--- src/rtl/spi_pkg.sv ---
// Shared types for the SPI transmit engine: FSM states, mode bit layout and
// the bit-count field width derivation.
package spi_pkg;

  typedef enum logic [1:0] {
    IDLE,
    SHIFT,
    EOT
  } spi_state_e;

  // A mode number packs {cpol, cpha}, so SPI_MODE3 is cpol=1, cpha=1.
  typedef logic [1:0] spi_mode_t;
  localparam int CPOL_BIT = 1;
  localparam int CPHA_BIT = 0;
  localparam spi_mode_t SPI_MODE0 = 2'b00;
  localparam spi_mode_t SPI_MODE1 = 2'b01;
  localparam spi_mode_t SPI_MODE2 = 2'b10;
  localparam spi_mode_t SPI_MODE3 = 2'b11;

  function automatic int lenWidth(input int maxBits);
    return (maxBits > 1) ? $clog2(maxBits) : 1;
  endfunction

endpackage

--- src/rtl/spi_tx_engine_if.sv ---
// Word handshake between the TX front end (master) and the serializer (slave).
interface spi_tx_engine_if
  import spi_pkg::*;
#(
  parameter int WIDTH = 32 + lenWidth(32)
);

  logic [WIDTH-1:0] tx_data;
  logic             tx_vld;
  logic             tx_rdy;
  logic             tx_eot;

  modport master (
    output tx_data,
    output tx_vld,
    input  tx_rdy,
    input  tx_eot
  );

  modport slave (
    input  tx_data,
    input  tx_vld,
    output tx_rdy,
    output tx_eot
  );

endinterface

--- src/rtl/spi_clk_gen.sv ---
// Half-period timebase and SPI bus clock. Outside a transfer the bus clock
// tracks the idle level; during a transfer it toggles on every half_en.
module spi_clk_gen #(
  parameter int CLK_DIV = 4
) (
  input  logic clk_r,
  input  logic rstn_r,
  input  logic active,
  input  logic idleLevel,
  output logic halfEn,
  output logic spi_bus_clk
);

  localparam int CNT_W = $clog2(CLK_DIV + 1);
  localparam logic [CNT_W-1:0] CNT_LAST = CNT_W'(CLK_DIV - 1);

  logic [CNT_W-1:0] divCnt_q;
  logic             sclk_q;

  assign halfEn      = active && (divCnt_q == CNT_LAST);
  assign spi_bus_clk = sclk_q;

  // Loading the live idle level while inactive also captures cpol on the
  // acceptance edge, since the engine is not yet shifting at that point.
  always_ff @(posedge clk_r or posedge rstn_r) begin
    if (rstn_r) begin
      divCnt_q <= '0;
      sclk_q   <= 1'b0;
    end else if (!active) begin
      divCnt_q <= '0;
      sclk_q   <= idleLevel;
    end else if (halfEn) begin
      divCnt_q <= '0;
      sclk_q   <= ~sclk_q;
    end else begin
      divCnt_q <= divCnt_q + 1'b1;
    end
  end

endmodule

--- src/rtl/spi_tx_engine.sv ---
// MSB-first SPI master transmit serializer with per-word bit count and all
// four clock modes; tx_eot pulses for one cycle after each word.
module spi_tx_engine
  import spi_pkg::*;
#(
  parameter int DLY          = 1,
  parameter int SPI_TX_WIDTH = 32,
  parameter int CLK_DIV      = 4,
  parameter int LEN_W        = lenWidth(SPI_TX_WIDTH),
  parameter int WIDTH        = SPI_TX_WIDTH + LEN_W
) (
  input  logic             clk_r,
  input  logic             rstn_r,
  input  logic             cpol,
  input  logic             cpoa,
  input  logic [LEN_W-1:0] length,
  spi_tx_engine_if.slave   txIf,
  output logic             sdo,
  output logic             spi_bus_clk
);

  // DLY only shapes timing in behavioural models; nothing here depends on it.
  if (DLY < 0 || CLK_DIV < 1) begin : gUnsupportedParams
  end

  spi_state_e              state_q, state_d;
  logic [SPI_TX_WIDTH-1:0] shiftReg_q, shiftReg_d;
  logic [LEN_W:0]          halfCnt_q, halfCnt_d;
  logic [LEN_W-1:0]        lastIdx_q, lastIdx_d;
  logic                    cpha_q, cpha_d;
  logic                    sdo_q, sdo_d;

  logic                    halfEn;
  logic                    accept;
  logic                    lastHalf;
  logic                    shiftEvt;
  logic [LEN_W-1:0]        reqIdx;
  logic [LEN_W-1:0]        wordIdx;
  logic [SPI_TX_WIDTH-1:0] payload;
  logic [SPI_TX_WIDTH-1:0] aligned;

  assign reqIdx  = txIf.tx_data[WIDTH-1:SPI_TX_WIDTH];
  assign payload = txIf.tx_data[SPI_TX_WIDTH-1:0];
  assign wordIdx = (reqIdx < length) ? reqIdx : length;
  assign aligned = payload << (LEN_W'(SPI_TX_WIDTH - 1) - wordIdx);
  assign accept  = txIf.tx_vld && (state_q != SHIFT);

  // Half periods are numbered from 0; even ones end in a leading edge, odd
  // ones in a trailing edge, and the last is 2N-1 = {N-1, 1}.
  assign lastHalf = (halfCnt_q == {lastIdx_q, 1'b1});
  assign shiftEvt = halfEn && (cpha_q ? !halfCnt_q[0] : (halfCnt_q[0] && !lastHalf));

  spi_clk_gen #(
    .CLK_DIV (CLK_DIV)
  ) uClkGen (
    .clk_r       (clk_r),
    .rstn_r      (rstn_r),
    .active      (state_q == SHIFT),
    .idleLevel   (cpol),
    .halfEn      (halfEn),
    .spi_bus_clk (spi_bus_clk)
  );

  assign txIf.tx_rdy = (state_q != SHIFT);
  assign txIf.tx_eot = (state_q == EOT);
  assign sdo         = sdo_q;

  always_ff @(posedge clk_r or posedge rstn_r) begin
    if (rstn_r) begin
      state_q    <= IDLE;
      shiftReg_q <= '0;
      halfCnt_q  <= '0;
      lastIdx_q  <= '0;
      cpha_q     <= 1'b0;
      sdo_q      <= 1'b0;
    end else begin
      state_q    <= state_d;
      shiftReg_q <= shiftReg_d;
      halfCnt_q  <= halfCnt_d;
      lastIdx_q  <= lastIdx_d;
      cpha_q     <= cpha_d;
      sdo_q      <= sdo_d;
    end
  end

  // With CPHA=0 the MSB must already be on sdo before the first leading
  // edge, so it is presented straight from the acceptance edge.
  always_comb begin
    state_d    = state_q;
    shiftReg_d = shiftReg_q;
    halfCnt_d  = halfCnt_q;
    lastIdx_d  = lastIdx_q;
    cpha_d     = cpha_q;
    sdo_d      = sdo_q;
    case (state_q)
      IDLE, EOT: begin
        sdo_d   = 1'b0;
        state_d = IDLE;
        if (accept) begin
          state_d   = SHIFT;
          cpha_d    = cpoa;
          lastIdx_d = wordIdx;
          halfCnt_d = '0;
          if (cpoa) begin
            shiftReg_d = aligned;
          end else begin
            shiftReg_d = aligned << 1;
            sdo_d      = aligned[SPI_TX_WIDTH-1];
          end
        end
      end
      SHIFT: begin
        if (halfEn) begin
          halfCnt_d = halfCnt_q + 1'b1;
          if (lastHalf) begin
            state_d = EOT;
          end
        end
        if (shiftEvt) begin
          sdo_d      = shiftReg_q[SPI_TX_WIDTH-1];
          shiftReg_d = shiftReg_q << 1;
        end
      end
      default: state_d = IDLE;
    endcase
  end

endmodule

--- src/flat_wrapper.sv ---
// flat-port wrapper written by rule: the top's interface ports become plain ports
module spi_tx_engine_flat import spi_pkg::*;
#(
  parameter int DLY          = 1,
  parameter int SPI_TX_WIDTH = 32,
  parameter int CLK_DIV      = 4,
  parameter int LEN_W        = lenWidth(SPI_TX_WIDTH),
  parameter int WIDTH        = SPI_TX_WIDTH + LEN_W
)
  (clk_r, rstn_r, cpol, cpoa, length, sdo, spi_bus_clk, txIf_tx_data, txIf_tx_vld, txIf_tx_rdy, txIf_tx_eot);
  spi_tx_engine_if #(.WIDTH(WIDTH)) txIf_i ();
  input  logic clk_r;
  input  logic rstn_r;
  input  logic cpol;
  input  logic cpoa;
  input  logic [LEN_W-1:0] length;
  output logic sdo;
  output logic spi_bus_clk;
  input wire logic [$bits(txIf_i.tx_data)-1:0] txIf_tx_data;
  input wire logic [$bits(txIf_i.tx_vld)-1:0] txIf_tx_vld;
  output wire logic [$bits(txIf_i.tx_rdy)-1:0] txIf_tx_rdy;
  output wire logic [$bits(txIf_i.tx_eot)-1:0] txIf_tx_eot;
  assign txIf_i.tx_data = txIf_tx_data;
  assign txIf_i.tx_vld = txIf_tx_vld;
  assign txIf_tx_rdy = txIf_i.tx_rdy;
  assign txIf_tx_eot = txIf_i.tx_eot;
  spi_tx_engine #(.DLY(DLY), .SPI_TX_WIDTH(SPI_TX_WIDTH), .CLK_DIV(CLK_DIV), .LEN_W(LEN_W), .WIDTH(WIDTH)) u_core (.clk_r(clk_r), .rstn_r(rstn_r), .cpol(cpol), .cpoa(cpoa), .length(length), .txIf(txIf_i), .sdo(sdo), .spi_bus_clk(spi_bus_clk));
endmodule
--- config.mk ---
export PLATFORM = sky130hd
export DESIGN_NAME = spi_tx_engine_flat
export DESIGN_NICKNAME = d
export VERILOG_FILES = /design/src/rtl/spi_pkg.sv /design/src/rtl/spi_tx_engine_if.sv /design/src/rtl/spi_clk_gen.sv /design/src/rtl/spi_tx_engine.sv /design/src/flat_wrapper.sv
export SDC_FILE = /design/constraint.sdc
export NUM_CORES = 1
export LEC_CHECK = 0
export ABC_AREA = 1
export ABC_CLOCK_PERIOD_IN_PS = 2300
export BUFFER_PORTS_ARGS = -buffer_cell sky130_fd_sc_hd__buf_4
export CORE_MARGIN = 5
export CORE_UTILIZATION = 55
export CTS_CLUSTER_SIZE = 16
export DETAILED_ROUTE_END_ITERATION = 8
export PLACE_DENSITY_LB_ADDON = 0.12
export SLEW_MARGIN = 0
export SYNTH_ARGS = -nofsm -noshare
export SYNTH_HDL_FRONTEND = slang
export SYNTH_SLANG_ARGS = --single-unit
--- constraint.sdc ---
create_clock -name clk_r -period 2.3 [get_ports clk_r]
set_clock_uncertainty 0.2 [all_clocks]
set_input_delay 0.69 -clock clk_r [delete_from_list [all_inputs] [get_ports clk_r]]
set_output_delay 0.69 -clock clk_r [all_outputs]
set_load 0.02 [all_outputs]
==> results of run 1 <==
==> metal layers <==
layer / overflow / GRT usage, %
met5: 0 / 30.5
met4: 0 / 57.2
met3: 0 / 47.1
met2: 1 / 80.7
met1: 0 / 59.6
==> cells in the mapped netlist, types with 2 or more instances <==
cell type,instances
inv_1,87
nand4_1,6
or2_2,15
nor3_1,5
nand2_2,4
nand3_1,281
o22ai_1,3
nand2_1,200
clkbuf_1,22
o2111ai_1,4
dfrtp_1,51
buf_6,4
a21oi_1,21
inv_2,5
nand3_2,7
a211oi_1,2
o21ai_2,2
o21ai_4,2
buf_2,16
o21ai_1,3
nor2_1,34
o21ai_0,16
buf_4,5
ha_1,6
==> logic make-up after synthesis <==
family                   after synthesis
XOR/XNOR                               1
AO/OA/AOI/OAI                         58
AND/OR/NAND/NOR                      556
flip-flops                            51
adder cells (fa/ha/maj)                6
buffers and inverters                141
==> through the flow <==
stage / instances / worst slack (ps) / setup TNS, ps
floorplan: 813 / -408 / -11790
global placement: 981 / -841 / -25100
detailed placement: 981 / -863 / -26790
CTS: 1016 / -392 / -10760
==> what timing repair did <==
item | 4_1_cts
gates resized for setup | 119
cloned | 5
setup buffers | 24
setup endpoints to repair | 34
pin swaps | 30
hold buffers | 0
==> reports/qor.csv, run 1 <==
metric;value;unit
status;did not finish;
haltStage;5_1_grt;
error_line;[ERROR GRT-0232] Routing congestion too high. Check the congestion heatmap in the GUI.;
dpl_cell_area;6160;sq um
h-tree-depth;2;
synth_fp_nets;866;
overflow;1;
synthMuxAreaShare;0;%
synthArstFlopShare;100;%
track_usage;61.9;%
worstEpCategory;register data pin;
synth.cell_area;4890;sq um
synth-compound-area-share;7.37;%
synthCells;813;
cts.sink_count;51;
io_pins;51;
dp_hpwl;11600;microns
std_cell_rows;34;
die_h;104;microns
grt_max_degree;37;
worstEndpointGrtRepair;u_core.shiftReg_q[10]$_DFFE_PP0P_/D;
yosys.area_share.simple;52.4;%
synth-edff-count;0;
numCtsBuffers;5;
avgSynthCellArea;6.02;sq um
yosysUniqueCellTypes;36;
ys_ff_latch;51;
place.port_buffers;50;
yosysTopAreaCell;nand3_1;
ys.flop_type;dfrtp_1;
clockBufferDepth;2;
ys_warn_count;0;
root_buffer;clkbuf_8;
synth_top_family_by_area;simple AND/OR/NAND/NOR gates;
ys_seq_area_share;26.1;%
synth-xor-area-share;0.179;%
yosysTopAreaCellShare;28.7;%
place_congestion;0.926;
start_util;56.4;%
die_w;104;microns
yosys-top-cells-area;nand3_1, dfrtp_1, nand2_1;
synthAdderAreaFrac;1.53;%
==> run 2: changes to the inputs <==
--- a/config.mk
+++ b/config.mk
@@ -6,13 +6,12 @@
 export NUM_CORES = 1
 export LEC_CHECK = 0
 export ABC_AREA = 1
-export ABC_CLOCK_PERIOD_IN_PS = 2300
+export ABC_CLOCK_PERIOD_IN_PS = 2990
 export BUFFER_PORTS_ARGS = -buffer_cell sky130_fd_sc_hd__buf_4
 export CORE_MARGIN = 5
-export CORE_UTILIZATION = 55
-export CTS_CLUSTER_SIZE = 16
+export CORE_UTILIZATION = 40
 export DETAILED_ROUTE_END_ITERATION = 8
-export PLACE_DENSITY_LB_ADDON = 0.12
+export PLACE_DENSITY_LB_ADDON = 0.15
 export SLEW_MARGIN = 0
 export SYNTH_ARGS = -nofsm -noshare
 export SYNTH_HDL_FRONTEND = slang
==> constraint.sdc (replaced) <==
create_clock -name clk_r -period 2.99 [get_ports clk_r]
set_clock_uncertainty 0.2 [all_clocks]
set_input_delay 0.897 -clock clk_r [delete_from_list [all_inputs] [get_ports clk_r]]
set_output_delay 0.897 -clock clk_r [all_outputs]
set_load 0.02 [all_outputs]
==> run 2 against run 1 <==
  * The flow now finishes without violations
  * Area after synthesis unchanged
  * Synthesized cell count unchanged
==> reports/qor.csv, run 2 <==
metric;value;unit;change
ys.flop_type;dfrtp_1;;
synth-edff-count;0;;unchanged
path_buf_inv;7;;
grt_pass1_wl;26400;microns;
drive_above_1_share;45.0;%;
reg.largest.list;u_core.shiftReg_q: 32 flops, u_core.halfCnt_q: 6 flops, u_core.lastIdx_q: 5 flops;;
final_common_cell;nand3_2;;
worst_hold_startpoint;u_core.uClkGen.divCnt_q[0];;
crit_family;buffers and inverters;;
slowest_stage;a21oi_4;;
synth_fp_nets;866;;unchanged
synth.cell_area;4890;sq um;unchanged
rsz0062_at_grt;yes;;
drt-total-wl;18400;microns;
pre_cts_ws;-494;ps;+369 ps
numCtsBuffers;5;;unchanged
overflow;0;;
synthCells;813;;unchanged
worstPathArrival;2990;ps;
fp.dieArea;14500;sq um;
top_register;u_core.shiftReg_q;;
grt_pass1_vias;5574;;
place_congestion;0.929;;+0.27%
fin_cells;1044;;
die_w;121;microns;+16%
worstHoldPathType;reg2reg;;
dpl.cell_count;1015;;+3.5%
area_growth;56.7;%;
cts_hold_buffers;0;;unchanged
cts_tree;built;;
path_max_fanout;7;;
cts.sink_count;51;;unchanged
cpPeakStageDelay;230;ps;
grt_max_degree;38;;
start_util;40.7;%;-16 points
p_leak;3.61;nW;
cp-startpoint;length[4];;
synthArstFlopShare;100;%;unchanged
drc;0;;
synth.most_common_cell;nand3_1;;
yosysTopAreaCellShare;28.7;%;unchanged
yosys-top-cells-area;nand3_1, dfrtp_1, nand2_1;;
antenna_found_initial;0;;
critical_path_class;in2reg;;
cp.required;2990;ps;
place.port_buffers;50;;unchanged
std_cell_rows;40;;+18%
ir_drop;0.296;mV;
track_usage;22.0;%;
slew_viol_final;0;;
max-slew-margin-rel;72.6;%;
holdPathStages;1;;
power;0.00465;W;
hold_violations;0;;
clk_pin_slew;70;ps;
core-area;12000;sq um;
final.setup.worst_slack;6.49;ps;
max_freq;335;MHz;
yosysUniqueCellTypes;36;;unchanged
drtPass1Iterations;5;;
final_cell_mix;nand3_2, nand2_1, nand3_1;;
fin_util;63.8;%;
n_fill_cell;1046;;
r2r-start;u_core.state_q[0];;
drt_iter0_drc;615;;
max_cap_viol_count;0;;
ys_warn_count;0;;unchanged
drt-wirelength-per-cell;17.6;microns;
status;complete, no violations;;
dp_hpwl;11600;microns;-0.12%
io_pins;51;;unchanged
die_h;121;microns;+16%
ys_ff_latch;51;;unchanged
avgSynthCellArea;6.02;sq um;unchanged
ys_seq_area_share;26.1;%;unchanged
reg2reg_depth;13;;
end_kind;flop;;
ant_nets;0;;
largest_register_ffs;32;;
cp.depth;19;;
post-route-period-util;99.8;%;
netlist_top_cells_count;nand3_1, nand2_1, inv_1;;
crit_top_cell;buf_12;;
diodes;0;;
root_buffer;clkbuf_16;;
h-tree-depth;2;;unchanged
clockBufferDepth;2;;unchanged
period_needed;2980;ps;
fin_nets;949;;
vias_per_cell;5.84;;
crit_chain;buf_8 > inv_4 > ha_4 > a21oi_4 > nand3_4 > buf_6 > o21ai_4 > buf_12 > buf_12 > buf_12 > nand2_1 > nand3_1 > nand3_1 > nand2_2 > nand2_2 > nand3_2 > nand3_2 > nand2_1 > inv_1;;
power_density;606;nW/um^2;
num_vias;6095;;
worst_pin_slew;411;ps;
setup_viol;0;;
crit_path_start_kind;input pin;;
yosysTopAreaCell;nand3_1;;
clk_latency;300;ps;
## run 2: final timing paths
kind | endpoint | slack (ps)
max reg2reg | u_core.shiftReg_q[8] | 340
min reg2reg | u_core.uClkGen.divCnt_q[0] | 230
min in group asynchronous | u_core.shiftReg_q[12] | 370
max | u_core.shiftReg_q[31] | 6
max in group asynchronous | u_core.shiftReg_q[22] | 1700
min | u_core.uClkGen.divCnt_q[0] | 230
## run 2: routing by layer
layer	global-route usage [%]	wire, microns	vias up
met3	2.90	1010	55
met2	37.7	9290	254
li1	-	-	2890
met4	6.09	576	0
met5	0	0	-
met1	29.0	7520	2896
## run 2: per-stage QoR
stage / hold slack, ps / area [sq um] / TNS [ps]
finish: 234 / 7670 / 0
global route: 274 / 7670 / -2110
CTS: 237 / 6280 / -107
detailed placement: 228 / 5800 / -13990
global placement: 217 / 5800 / -11670
floorplan: 207 / 4900 / -19.4
## run 2: area by class of cell
type | count | area (sq um) | share of cell area, %
multi-input combinational | 622 | 4320 | 56.4
sequential | 51 | 1280 | 16.6
timing repair buffer | 124 | 1360 | 17.7
clock buffer | 5 | 125 | 1.63
clock inverter | 3 | 46.3 | 0.604
tap | 147 | 184 | 2.40
inverter | 92 | 359 | 4.68
## run 2: kinds of logic (layout without fill, tap and decap cells)
family	Yosys count	in the layout	share of synthesized area, %
and+or+nand+nor	556	557	52.4
adders and majority gates	6	6	1.53
AOI/OAI and AO/OA	58	58	7.37
xor gates and xnor gates	1	1	0.179
buffers and inverters	141	224	12.5
DFF	51	51	26.1
## run 2: worst reg2reg max path: stages (launching register included)
cell and delay, ps:
dfrtp_1 410, inv_1 60, nor2_1 140, inv_2 200, nor2_2 240, inv_1 110
a21oi_1 130, nand2_1 110, nand2_1 240, buf_4 320, o21ai_0 170, a21oi_2 140
nand2_1 70, nand2_1 60
## run 2: what timing repair did
item	CTS	global route
gates resized for setup	39	250
gates cloned	3	7
endpoints found under the setup margin	33	33
setup buffers	4	8
pin swaps	6	71
## run 2: where the power goes
part,leakage [nW],switching (W),internal (W)
Sequential,0.624,0.000180,0.000996
Combinational,2.90,0.00167,0.00112
Clock,0.0804,0.000283,0.000398
Total,3.61,0.00213,0.00251
(Power assumes the default switching activity.)
